### src/rtl/sample_mgmt_pkg.sv
// Shared types and default sizing for the multi-channel sample manager.
package sample_mgmt_pkg;

  typedef enum logic [1:0] {
    IDLE   = 2'd0,
    RECORD = 2'd1,
    DONE   = 2'd2
  } state_e;

  localparam int DEF_N_CH      = 4;
  localparam int DEF_CTR_WIDTH = 24;
  localparam int DEF_SATURATE  = 1;

endpackage

### src/rtl/sample_ch_ctr.sv
// One sample channel: counter, sticky done (bounded records) and sticky overflow (unbounded).
module sample_ch_ctr
  import sample_mgmt_pkg::*;
#(
  parameter int CTR_WIDTH = DEF_CTR_WIDTH,
  parameter int SATURATE  = DEF_SATURATE
) (
  input  logic                 i_clk,
  input  logic                 i_nrst,
  input  logic                 i_clr,
  input  logic                 i_inc,
  input  logic [CTR_WIDTH-1:0] i_len,
  output logic [CTR_WIDTH-1:0] o_ctr,
  output logic                 o_done,
  output logic                 o_done_nxt,
  output logic                 o_overflow
);

  logic [CTR_WIDTH-1:0] ctr_q, ctr_d, ctr_inc;
  logic                 done_q, done_d;
  logic                 ovf_q, ovf_d;

  assign ctr_inc = ctr_q + {{(CTR_WIDTH-1){1'b0}}, 1'b1};

  always_comb begin
    ctr_d  = ctr_q;
    done_d = done_q;
    ovf_d  = ovf_q;
    if (i_clr) begin
      ctr_d  = '0;
      done_d = 1'b0;
      ovf_d  = 1'b0;
    end else if (i_inc && !done_q) begin
      if (|i_len) begin
        ctr_d = ctr_inc;
        if (ctr_inc == i_len) done_d = 1'b1;
      end else if (&ctr_q) begin
        // Unbounded record already at all-ones: flag it, then hold or wrap.
        ovf_d = 1'b1;
        ctr_d = (SATURATE != 0) ? ctr_q : '0;
      end else begin
        ctr_d = ctr_inc;
      end
    end
  end

  always_ff @(posedge i_clk) begin
    if (!i_nrst) begin
      ctr_q  <= '0;
      done_q <= 1'b0;
      ovf_q  <= 1'b0;
    end else begin
      ctr_q  <= ctr_d;
      done_q <= done_d;
      ovf_q  <= ovf_d;
    end
  end

  assign o_ctr      = ctr_q;
  assign o_done     = done_q;
  assign o_done_nxt = done_d;
  assign o_overflow = ovf_q;

endmodule

### src/rtl/sample_mgmt_mc.sv
// Multi-channel sample record manager: IDLE/RECORD/DONE control around N_CH channel counters.
module sample_mgmt_mc
  import sample_mgmt_pkg::*;
#(
  parameter int N_CH      = DEF_N_CH,
  parameter int CTR_WIDTH = DEF_CTR_WIDTH,
  parameter int SATURATE  = DEF_SATURATE
) (
  input  logic                      i_clk,
  input  logic                      i_nrst,
  input  logic                      i_ce,
  input  logic                      i_new_record,
  input  logic [CTR_WIDTH-1:0]      i_record_len,
  input  logic [N_CH-1:0]           i_signal_valid,
  output logic [N_CH*CTR_WIDTH-1:0] o_ctr,
  output logic                      o_active,
  output logic [N_CH-1:0]           o_ch_done,
  output logic                      o_record_done,
  output logic [N_CH-1:0]           o_overflow
);

  state_e               state_q, state_d;
  logic [CTR_WIDTH-1:0] len_q, len_d;
  logic                 active_q, active_d;
  logic                 rdone_q, rdone_d;
  logic                 clr;
  logic                 cnt_en;
  logic [N_CH-1:0]      done_nxt;

  // A new record takes priority over counting, so same-cycle strobes are dropped.
  assign clr    = i_ce & i_new_record;
  assign cnt_en = i_ce & ~i_new_record & (state_q == RECORD);

  always_comb begin
    state_d = state_q;
    len_d   = len_q;
    rdone_d = 1'b0;
    if (clr) begin
      state_d = RECORD;
      len_d   = i_record_len;
    end else if (cnt_en && (|len_q) && (&done_nxt)) begin
      state_d = DONE;
      rdone_d = 1'b1;
    end
    active_d = (state_d == RECORD);
  end

  always_ff @(posedge i_clk) begin
    if (!i_nrst) begin
      state_q  <= IDLE;
      len_q    <= '0;
      active_q <= 1'b0;
      rdone_q  <= 1'b0;
    end else begin
      state_q  <= state_d;
      len_q    <= len_d;
      active_q <= active_d;
      rdone_q  <= rdone_d;
    end
  end

  for (genvar k = 0; k < N_CH; k++) begin : g_ch
    sample_ch_ctr #(
      .CTR_WIDTH (CTR_WIDTH),
      .SATURATE  (SATURATE)
    ) u_ch (
      .i_clk      (i_clk),
      .i_nrst     (i_nrst),
      .i_clr      (clr),
      .i_inc      (cnt_en & i_signal_valid[k]),
      .i_len      (len_q),
      .o_ctr      (o_ctr[k*CTR_WIDTH +: CTR_WIDTH]),
      .o_done     (o_ch_done[k]),
      .o_done_nxt (done_nxt[k]),
      .o_overflow (o_overflow[k])
    );
  end

  assign o_active      = active_q;
  assign o_record_done = rdone_q;

endmodule
### config.mk
export PLATFORM = sky130hd
export DESIGN_NAME = sample_mgmt_mc
export DESIGN_NICKNAME = d
export VERILOG_FILES = /design/src/rtl/sample_mgmt_pkg.sv /design/src/rtl/sample_ch_ctr.sv /design/src/rtl/sample_mgmt_mc.sv
export SDC_FILE = /design/constraint.sdc
export NUM_CORES = 1
export LEC_CHECK = 0
export ABC_AREA = 1
export CORE_MARGIN = 5
export CORE_UTILIZATION = 60
export CTS_CLUSTER_DIAMETER = 30
export DETAILED_ROUTE_END_ITERATION = 10
export GPL_ROUTABILITY_DRIVEN = 0
export MAX_ROUTING_LAYER = met4
export PLACE_DENSITY = 0.87
export SYNTH_ARGS = -nofsm -noshare
export SYNTH_HDL_FRONTEND = slang
export SYNTH_SLANG_ARGS = --single-unit
### constraint.sdc
create_clock -name i_clk -period 3.4 [get_ports i_clk]
set_clock_uncertainty 0.1 [all_clocks]
set_input_delay 0.68 -clock i_clk [delete_from_list [all_inputs] [get_ports i_clk]]
set_output_delay 0.68 -clock i_clk [all_outputs]
set_load 0.02 [all_outputs]
=== Word level (Yosys, flattened, before mapping) ===
Index checks and enable logic that the tools add are counted.

* Register bits after elaboration: 132
* Logic and storage cells: 92
* Input port bits: 32
* Bits in writable memories: 0
* ROM bits: 0
* Memories kept: 0
* Latch bits: 0

* Equal/unequal tests: 10
* Bitwise operators: 10
* Multiply operators: 0
* Shift operators: 0
* Mux-type cells: 27
* Divide/modulo/power cells: 0
* Reductions and logical operators: 25
* Add/sub/neg operators: 4
* $lt $le $gt $ge: 0

{| class="wikitable"
|+ Operators by type and width
! cell !! count
|-
| 2-to-1 mux 24 bit || 8
|-
| AND reduction 26 bit || 4
|-
| adder 24 x 1 -> 24 bit (second input constant) || 4
|-
| == test 24 bit || 4
|-
| AND reduction 24 bit || 4
|-
| OR reduction 24 bit || 1
|-
| 2-to-1 mux 1 bit || 17
|-
| != test 2 bit (second input constant) || 4
|-
| AND reduction 2 bit || 4
|-
| AND 1 bit || 7
|-
| logical AND 1 bit || 6
|-
| == test 2 x 1 -> 1 bit (second input constant) || 2
|-
| zero test 1 bit || 4
|-
| 2-to-1 mux 2 bit || 2
|-
| AND reduction 4 bit || 1
|-
| NOT 1 bit || 3
|-
| OR reduction 2 bit || 1
|}

=== Logic depth before layout (Yosys ltp) ===
* Word-level depth: 12
* Gate-level depth with buffers: 22

=== Hierarchy ===
A second synthesis with hierarchy kept.

* Cells, all modules: 1741
* Area, all modules: 10274.9 sq um

{| class="wikitable"
|+ By module, submodules not included
! module !! area each (sq um) !! cells an instance !! sequential area each (sq um) !! instances
|-
| sample_ch_ctr || 2294.7 || 397 || 520.5 || 4
|-
| sample_mgmt_mc || 1096.1 || 153 || 560.5 || 1
|}

=== Least setup slack after synthesis ===
No wires, ideal clock.

* Kind: register to register
* Start point: register g_ch[0].u_ch.ctr_q[0]
* End point: register active_q (netlist: o_active)
* Path buffers: 0
* Data arrival time: 2.293 ns
* Cell stages (with the launch flop): 23
* Path slack: 0.892 ns
* Cells stage by stage: dfxtp_1 ha_1 nand3_2 nor2_4 nand2_2 nand2_1 nand2_1 nand2_1 nand2_1 inv_1 nand2_1 nor2_1 nand2_1 nor2_1 nand2_1 nand2_1 nand2_1 nor2_1 nand2_1 nand2_1 nand2_1 nand2_1 nor2_1

* Longest elaborated chain between the ends: 11

{| class="wikitable"
|+ Ends and longest elaborated chain
! item !! RTL line !! text
|-
| start: declaration || sample_ch_ctr.sv:19 || <nowiki>logic [CTR_WIDTH-1:0] ctr_q, ctr_d, ctr_inc;</nowiki>
|-
| start signal: assignment || sample_ch_ctr.sv:53 || <nowiki>ctr_q <= ctr_d;</nowiki>
|-
| adder 24 x 1 -> 24 bit || sample_ch_ctr.sv:23 || <nowiki>assign ctr_inc = ctr_q + {{(CTR_WIDTH-1){1'b0}}, 1'b1};</nowiki>
|-
| == test 24 bit || sample_ch_ctr.sv:36 || <nowiki>if (ctr_inc == i_len) done_d = 1'b1;</nowiki>
|-
| 2-to-1 mux 1 bit || sample_ch_ctr.sv:36 ||
|-
| 2-to-1 mux 1 bit || sample_ch_ctr.sv:34 || <nowiki>if (|i_len) begin</nowiki>
|-
| 2-to-1 mux 1 bit || sample_ch_ctr.sv:33 || <nowiki>end else if (i_inc && !done_q) begin</nowiki>
|-
| 2-to-1 mux 1 bit || sample_ch_ctr.sv:29 || <nowiki>if (i_clr) begin</nowiki>
|-
| AND reduction 4 bit || sample_mgmt_mc.sv:41 || <nowiki>end else if (cnt_en && (|len_q) && (&done_nxt)) begin</nowiki>
|-
| logical AND 1 bit || sample_mgmt_mc.sv:41 ||
|-
| 2-to-1 mux 2 bit || sample_mgmt_mc.sv:41 ||
|-
| 2-to-1 mux 2 bit || sample_mgmt_mc.sv:38 || <nowiki>if (clr) begin</nowiki>
|-
| == test 2 x 1 -> 1 bit || sample_mgmt_mc.sv:45 || <nowiki>active_d = (state_d == RECORD);</nowiki>
|-
| end signal: assignment || sample_mgmt_mc.sv:57 || <nowiki>active_q <= active_d;</nowiki>
|-
| end: declaration || sample_mgmt_mc.sv:24 || <nowiki>logic active_q, active_d;</nowiki>
|}

Every way passes these cells.
A chain may end at the register's enable or synchronous reset.

=== Final worst setup path ===
* Start point: register g_ch[2].u_ch.ctr_q[0]
* End point: register active_q (netlist: o_active)

* Longest elaborated chain between the ends: 11

{| class="wikitable"
|+ Ends and longest elaborated chain
! item !! RTL line
|-
| start: declaration || sample_ch_ctr.sv:19
|-
| start signal: assignment || sample_ch_ctr.sv:53
|-
| adder 24 x 1 -> 24 bit || sample_ch_ctr.sv:23
|-
| == test 24 bit || sample_ch_ctr.sv:36
|-
| 2-to-1 mux 1 bit || sample_ch_ctr.sv:36
|-
| 2-to-1 mux 1 bit || sample_ch_ctr.sv:34
|-
| 2-to-1 mux 1 bit || sample_ch_ctr.sv:33
|-
| 2-to-1 mux 1 bit || sample_ch_ctr.sv:29
|-
| AND reduction 4 bit || sample_mgmt_mc.sv:41
|-
| logical AND 1 bit || sample_mgmt_mc.sv:41
|-
| 2-to-1 mux 2 bit || sample_mgmt_mc.sv:41
|-
| 2-to-1 mux 2 bit || sample_mgmt_mc.sv:38
|-
| == test 2 x 1 -> 1 bit || sample_mgmt_mc.sv:45
|}

Every way passes these cells.

==> results.ini <==
[global_routing]
grt_overflow_total = 0
antenna_found_initial = 0
grtUsageTotal_pct = 38.7
grt_pass1_vias = 10200
grt_pass1_wl_um = 53300
grt_start_max_net_pins = 84

[setup_path]
cp.buffers_inverters = 0
critPathCaptureType = register
start_kind = register
cp.arrival_ns = 3.29
reg2reg_slack_ns = 0.34
path_max_fanout = 6
cpMostUsedCell = nand2_1
required_ns = 3.63
path_depth = 20
criticalPathCategory = register to register
slowest_delay_ns = 0.49
r2r_end = o_active
worst_r2r_path_depth = 20
crit_chain = ha_1, nand2_1, nor2_1, nand2_1, nor2_1, nand2_1, nand2_1, nand2_1, nand2_1, nand3_1, nor2_1, nand2_1, nor2_1, nor2_1, nor2_2, nand2_1, nand2_1, nand2_1, nand2_1, nor2_1
critPathLaunch = g_ch[2].u_ch.o_ctr[0]
cp_top_family = simple AND/OR/NAND/NOR gates
cp_slowest_cell = dfxtp_1
critical_path.endpoint = o_active
r2r-start = g_ch[2].u_ch.o_ctr[0]

[hold_path]
hold_path.startpoint = g_ch[0].u_ch.o_overflow
hp-class = register to register

[power]
total_power_uw = 4050
ir_drop_mv = 0.388
leakagePower_uw = 0.00459
clock_power_share_pct = 46.9
powerDensity_nw_per_um2 = 356
p_seq_share_pct = 41.1
p_sw_uw = 1120
p_comb_share_pct = 12.1
p_int_uw = 2930
p_sw_share_pct = 27.7

[clock_network]
clockRootBuffer = clkbuf_16
cts_buffers = 17
cts.sinks = 132
clockBufferDepth = 2
cts_tree = built
htreeDepth = 4
clk_transition_reported_paths_ns = 0.06
postCtsSetupBuffers = 0
cts_resized = 0
postCtsHoldBufs = 0
clock_latency_ns = 0.44

[sta]
fin_setup_tns_ns = 0
tightest_slew_ns = 0.856
fmax_mhz = 326
setup_violations = 0
hold_viol = 0
post-route-min-period_ns = 3.06
layout_setup_ws_ns = 0.336
period_share_pct = 90.1
whs_ns = 0.358
maxSlewHeadroom_pct = 42.9
rsz0062_at_grt = false
slew_violations = 0

[layout]
nets = 1705
syn2layout_area_growth_pct = 23.5
stdcell_area_um2 = 11400
drive_above_1_share_pct = 5.59
n_antenna_cell = 0

[die]
die_x_um = 134
die_h_um = 134
io_pins = 138
rows = 45
initial_utilization_pct = 60.9
dieArea_um2 = 18000
core_um2 = 15100

[outcome]
status = completed

[detailed_routing]
drt_first_pass_iters = 8
vias = 11300
wl_um = 34400
drc_errors = 0
drt_iter0_drc = 1549
wire_per_inst_um = 18.4
via_per_inst = 6.04
postRouteAntennaNets = 0

[synth]
ys.warnings.count = 0
synth_most_common_cell = nand2_1
synth_seq_cells = 132
synth_edf_count = 0
yosys_most_used_dff = dfxtp_1
synth_top_cell_area_share_pct = 28.6
synth_top_cells_by_count = nand2_1, nor2_1, nand3_1
synth_xor_area_share_pct = 5.45
synth_fp_nets = 1576
yosysUniqueCellTypes = 35
ys_async_sr_fraction_pct = 0
synth_top_family_by_area = simple AND/OR/NAND/NOR gates
syn_inst = 1540
synth_mux_area_share_pct = 0
ys_top_cells_by_area = dfxtp_1, nand2_1, nand3_1
yosysTopAreaCell = dfxtp_1
synthSimpleGateAreaFrac_pct = 42.2
synthAdderAreaFrac_pct = 0.542
synth_area_um2 = 9230
synth_compound_area_share_pct = 14.6
ys_seq_area_share_pct = 28.6
avgSynthCellArea_um2 = 5.99

[place]
dpl.hpwl_um = 24300
place_ws_ns = 0.366
dpl_cell_area_um2 = 10800
port_buffers = 137

[flow_run]
timing.max_cap.violations = 0

==> cell families (layout without fill, tap and decap cells) <==
| group | Yosys count | in the layout |
|---|---|---|
| AOI/OAI and AO/OA | 252 | 252 |
| and+or+nand+nor | 911 | 911 |
| adders and majority gates | 4 | 4 |
| buffers and inverters | 201 | 342 |
| DFF | 132 | 132 |
| xor gates and xnor gates | 40 | 40 |
==> per-stage QoR <==
stage | cells | util, %
6_report | 1869 | 75.2
5_1_grt | 1869 | 75.2
4_1_cts | 1869 | 75.2
3_5_place_dp | 1838 | 71.3
3_3_place_gp | 1838 | 71.3
2_1_floorplan | 1540 | -
==> sequential cells by signal, indices dropped and copies added, names as in the netlist <==
register              cells
g_ch.u_ch.o_done          4
g_ch.u_ch.o_overflow      4
len_q                    24
state_q                   2
o_record_done             1
o_active                  1
g_ch.u_ch.o_ctr          96
==> metal layers <==
| layer | routed length (um) | share of wire, % | global-route usage [%] |
|---|---|---|---|
| met5 | 0 | 0 | - |
| met4 | 2450 | 7.1 | 23.7 |
| met3 | 4760 | 14 | 10.7 |
| met2 | 14200 | 41 | 55.4 |
| met1 | 13000 | 38 | 48.7 |
==> layout make-up <==
type | count | area, um^2
multi-input cells | 1207 | 5810
fillers | 1212 | 3750
flip-flops and latches | 132 | 2640
repair buffers | 156 | 1530
inverters | 155 | 582
clock buffers | 18 | 439
well taps | 188 | 235
clock inverters | 13 | 160
==> worst reg2reg max path: stages, from the launching register on <==
cell,delay [ns]
dfxtp_1,0.49
ha_1,0.27
nand2_1,0.09
nor2_1,0.32
nand2_1,0.19
nor2_1,0.18
nand2_1,0.11
nand2_1,0.10
nand2_1,0.05
nand2_1,0.07
nand3_1,0.06
nor2_1,0.20
nand2_1,0.08
nor2_1,0.09
nor2_1,0.07
nor2_2,0.14
nand2_1,0.10
nand2_1,0.07
nand2_1,0.05
nand2_1,0.10
nor2_1,0.04
==> cells in the final DEF, fill, tap and decap left out, types with 4 or more instances in the layout <==
cell	n
dfxtp_1	132
nor2_4	13
a211oi_1	15
nor2_1	197
nand4_1	22
clkbuf_16	17
nor3_1	7
o21bai_1	7
o21ai_0	118
a21oi_1	89
nand2_1	482
nand3_2	6
xnor3_1	10
clkinvlp_4	5
nand3_1	154
nand2_2	10
nand3b_1	5
ha_1	4
xnor2_1	8
inv_1	151
a31oi_1	18
xor2_1	21
buf_4	18
clkdlybuf4s50_1	137
nor2_2	10
==> power by group through the flow <==
stage | registers (uW) | clock network (uW) | logic, uW
detailed placement | 1690 | 0 | 466
floorplan | 1680 | 0 | 255
CTS | 1660 | 1890 | 470
global route | 1660 | 1960 | 521
global placement | 1690 | 0 | 457
finish | 1660 | 1900 | 489
==> worst min-delay path by stage <==
stage,to,depth (start not counted)
floorplan,g_ch[0].u_ch.o_overflow,2
global placement,g_ch[0].u_ch.o_overflow,2
detailed placement,g_ch[0].u_ch.o_overflow,2
CTS,g_ch[0].u_ch.o_overflow,2
global route,g_ch[0].u_ch.o_overflow,2
finish,g_ch[0].u_ch.o_overflow,2
Power figures use the tool's default switching activity.
==> RTL edit, RTL diff (config.mk and constraints unchanged) <==
Make the reset (`i_nrst`) asynchronous in 2 clocked blocks.
--- a/src/rtl/sample_ch_ctr.sv
+++ b/src/rtl/sample_ch_ctr.sv
@@ -45,5 +45,5 @@
   end
 
-  always_ff @(posedge i_clk) begin
+  always_ff @(posedge i_clk or negedge i_nrst) begin
     if (!i_nrst) begin
       ctr_q  <= '0;
--- a/src/rtl/sample_mgmt_mc.sv
+++ b/src/rtl/sample_mgmt_mc.sv
@@ -46,5 +46,5 @@
   end
 
-  always_ff @(posedge i_clk) begin
+  always_ff @(posedge i_clk or negedge i_nrst) begin
     if (!i_nrst) begin
       state_q  <= IDLE;
Behaviour: differs if i_nrst is asserted again (counterexample within 4 cycles, from zero or initial values and one cycle with i_nrst low); with i_nrst held inactive, the same outputs for 4 cycles.
==> RTL edit against the unedited design <==
- sequential power grew 7%
- critical endpoint is now g_ch[2].u_ch.o_ctr[8]
- area after synthesis increased by 2.0%
- power rose by 15%
- routed wire length rose by 0.67%
- via count down 1.1%
- sequential cell count is the same
- worst setup slack better by 0.15 ns
- cell area increased by 3.1%
- first-iteration DRC count grew 11%
- highest routed layer unchanged
==> RTL edit: results (changes against the unedited design) <==
status: completed
f_max: 343 MHz (+5.0%)
metal2 WL: 14.7 mm (+3.5%)
WL/cell: 19.0 µm (+3.0%)
Reg-to-Reg End: g_ch[2].u_ch.o_ctr[8]
DR WL met3: 4.95 mm (+4.0%)
final WL: 34.6 mm (+0.67%)
largest net degree at the start of global routing: 78 (-7.1%)
Worst VDD drop: 0.000390 V (+0.53%)
Seq/Total Area, Yosys: 35.1% (+6.4 points)
grt met2 use: 55.7% (+0.36 points)
hold_ws: 0.177 ns (-0.181 ns)
share of cells above drive strength 1: 7.31% (+1.7 points)
Synth area leaders: dfrtp_1 35%, nand2_1 20%, nand3_1 9.9%, inv_1 6.8%, nor2_1 5.7%
Worst Path Arrival: 3.10 ns (-0.19 ns)
met1 Track Usage GR: 50.5% (+1.8 points)
vias in the first global route: 10,200 (+0.54%)
Adder-Cell Fraction of Synth Area: 0.531% (-0.011 points)
Total GRT Usage: 38.8% (about the same)
Int Power: 3.21 mW (+9.6%)
Worst-Margin Slew: 0.767 ns (-0.0895 ns)
Syn Area/Cell: 6.48 µm² (+8.1%)
Hold Path Class: input port to async pin
P_leak: 5.15 nW (+12%)
DP HPWL: 24.3 mm (+0.17%)
==> RTL edit: changes by cell type in the layout (fill, tap and decap cells not counted), moves of 32 or more <==
cell,before,now
a21oi_1,89,8
dfrtp_1,0,132
dfxtp_1,132,0
nand3_1,154,186
nor2_1,197,143
o21ai_0,118,59
o22ai_1,0,71
==> RTL edit: critical path, stage by stage, from the launching register on <==
cell	delay [ns]
dfrtp_1	0.51
inv_1	0.32
nand3_1	0.11
nor2_1	0.19
nand3_2	0.29
nor4_1	0.27
nand4_1	0.19
nand3b_1	0.16
nand2_2	0.32
nand3_1	0.17
o21ai_0	0.11
==> RTL edit: area by class of cell <==
class / count / area [µm²] / share of cell area, %
inverters: 175 / 658 / 5.60
flip-flops and latches: 132 / 3300 / 28.1
multi-input cells: 1111 / 5280 / 44.9
repair buffers: 165 / 1610 / 13.7
clock inverters: 8 / 120 / 1.02
well taps: 211 / 264 / 2.25
clock buffers: 24 / 512 / 4.36
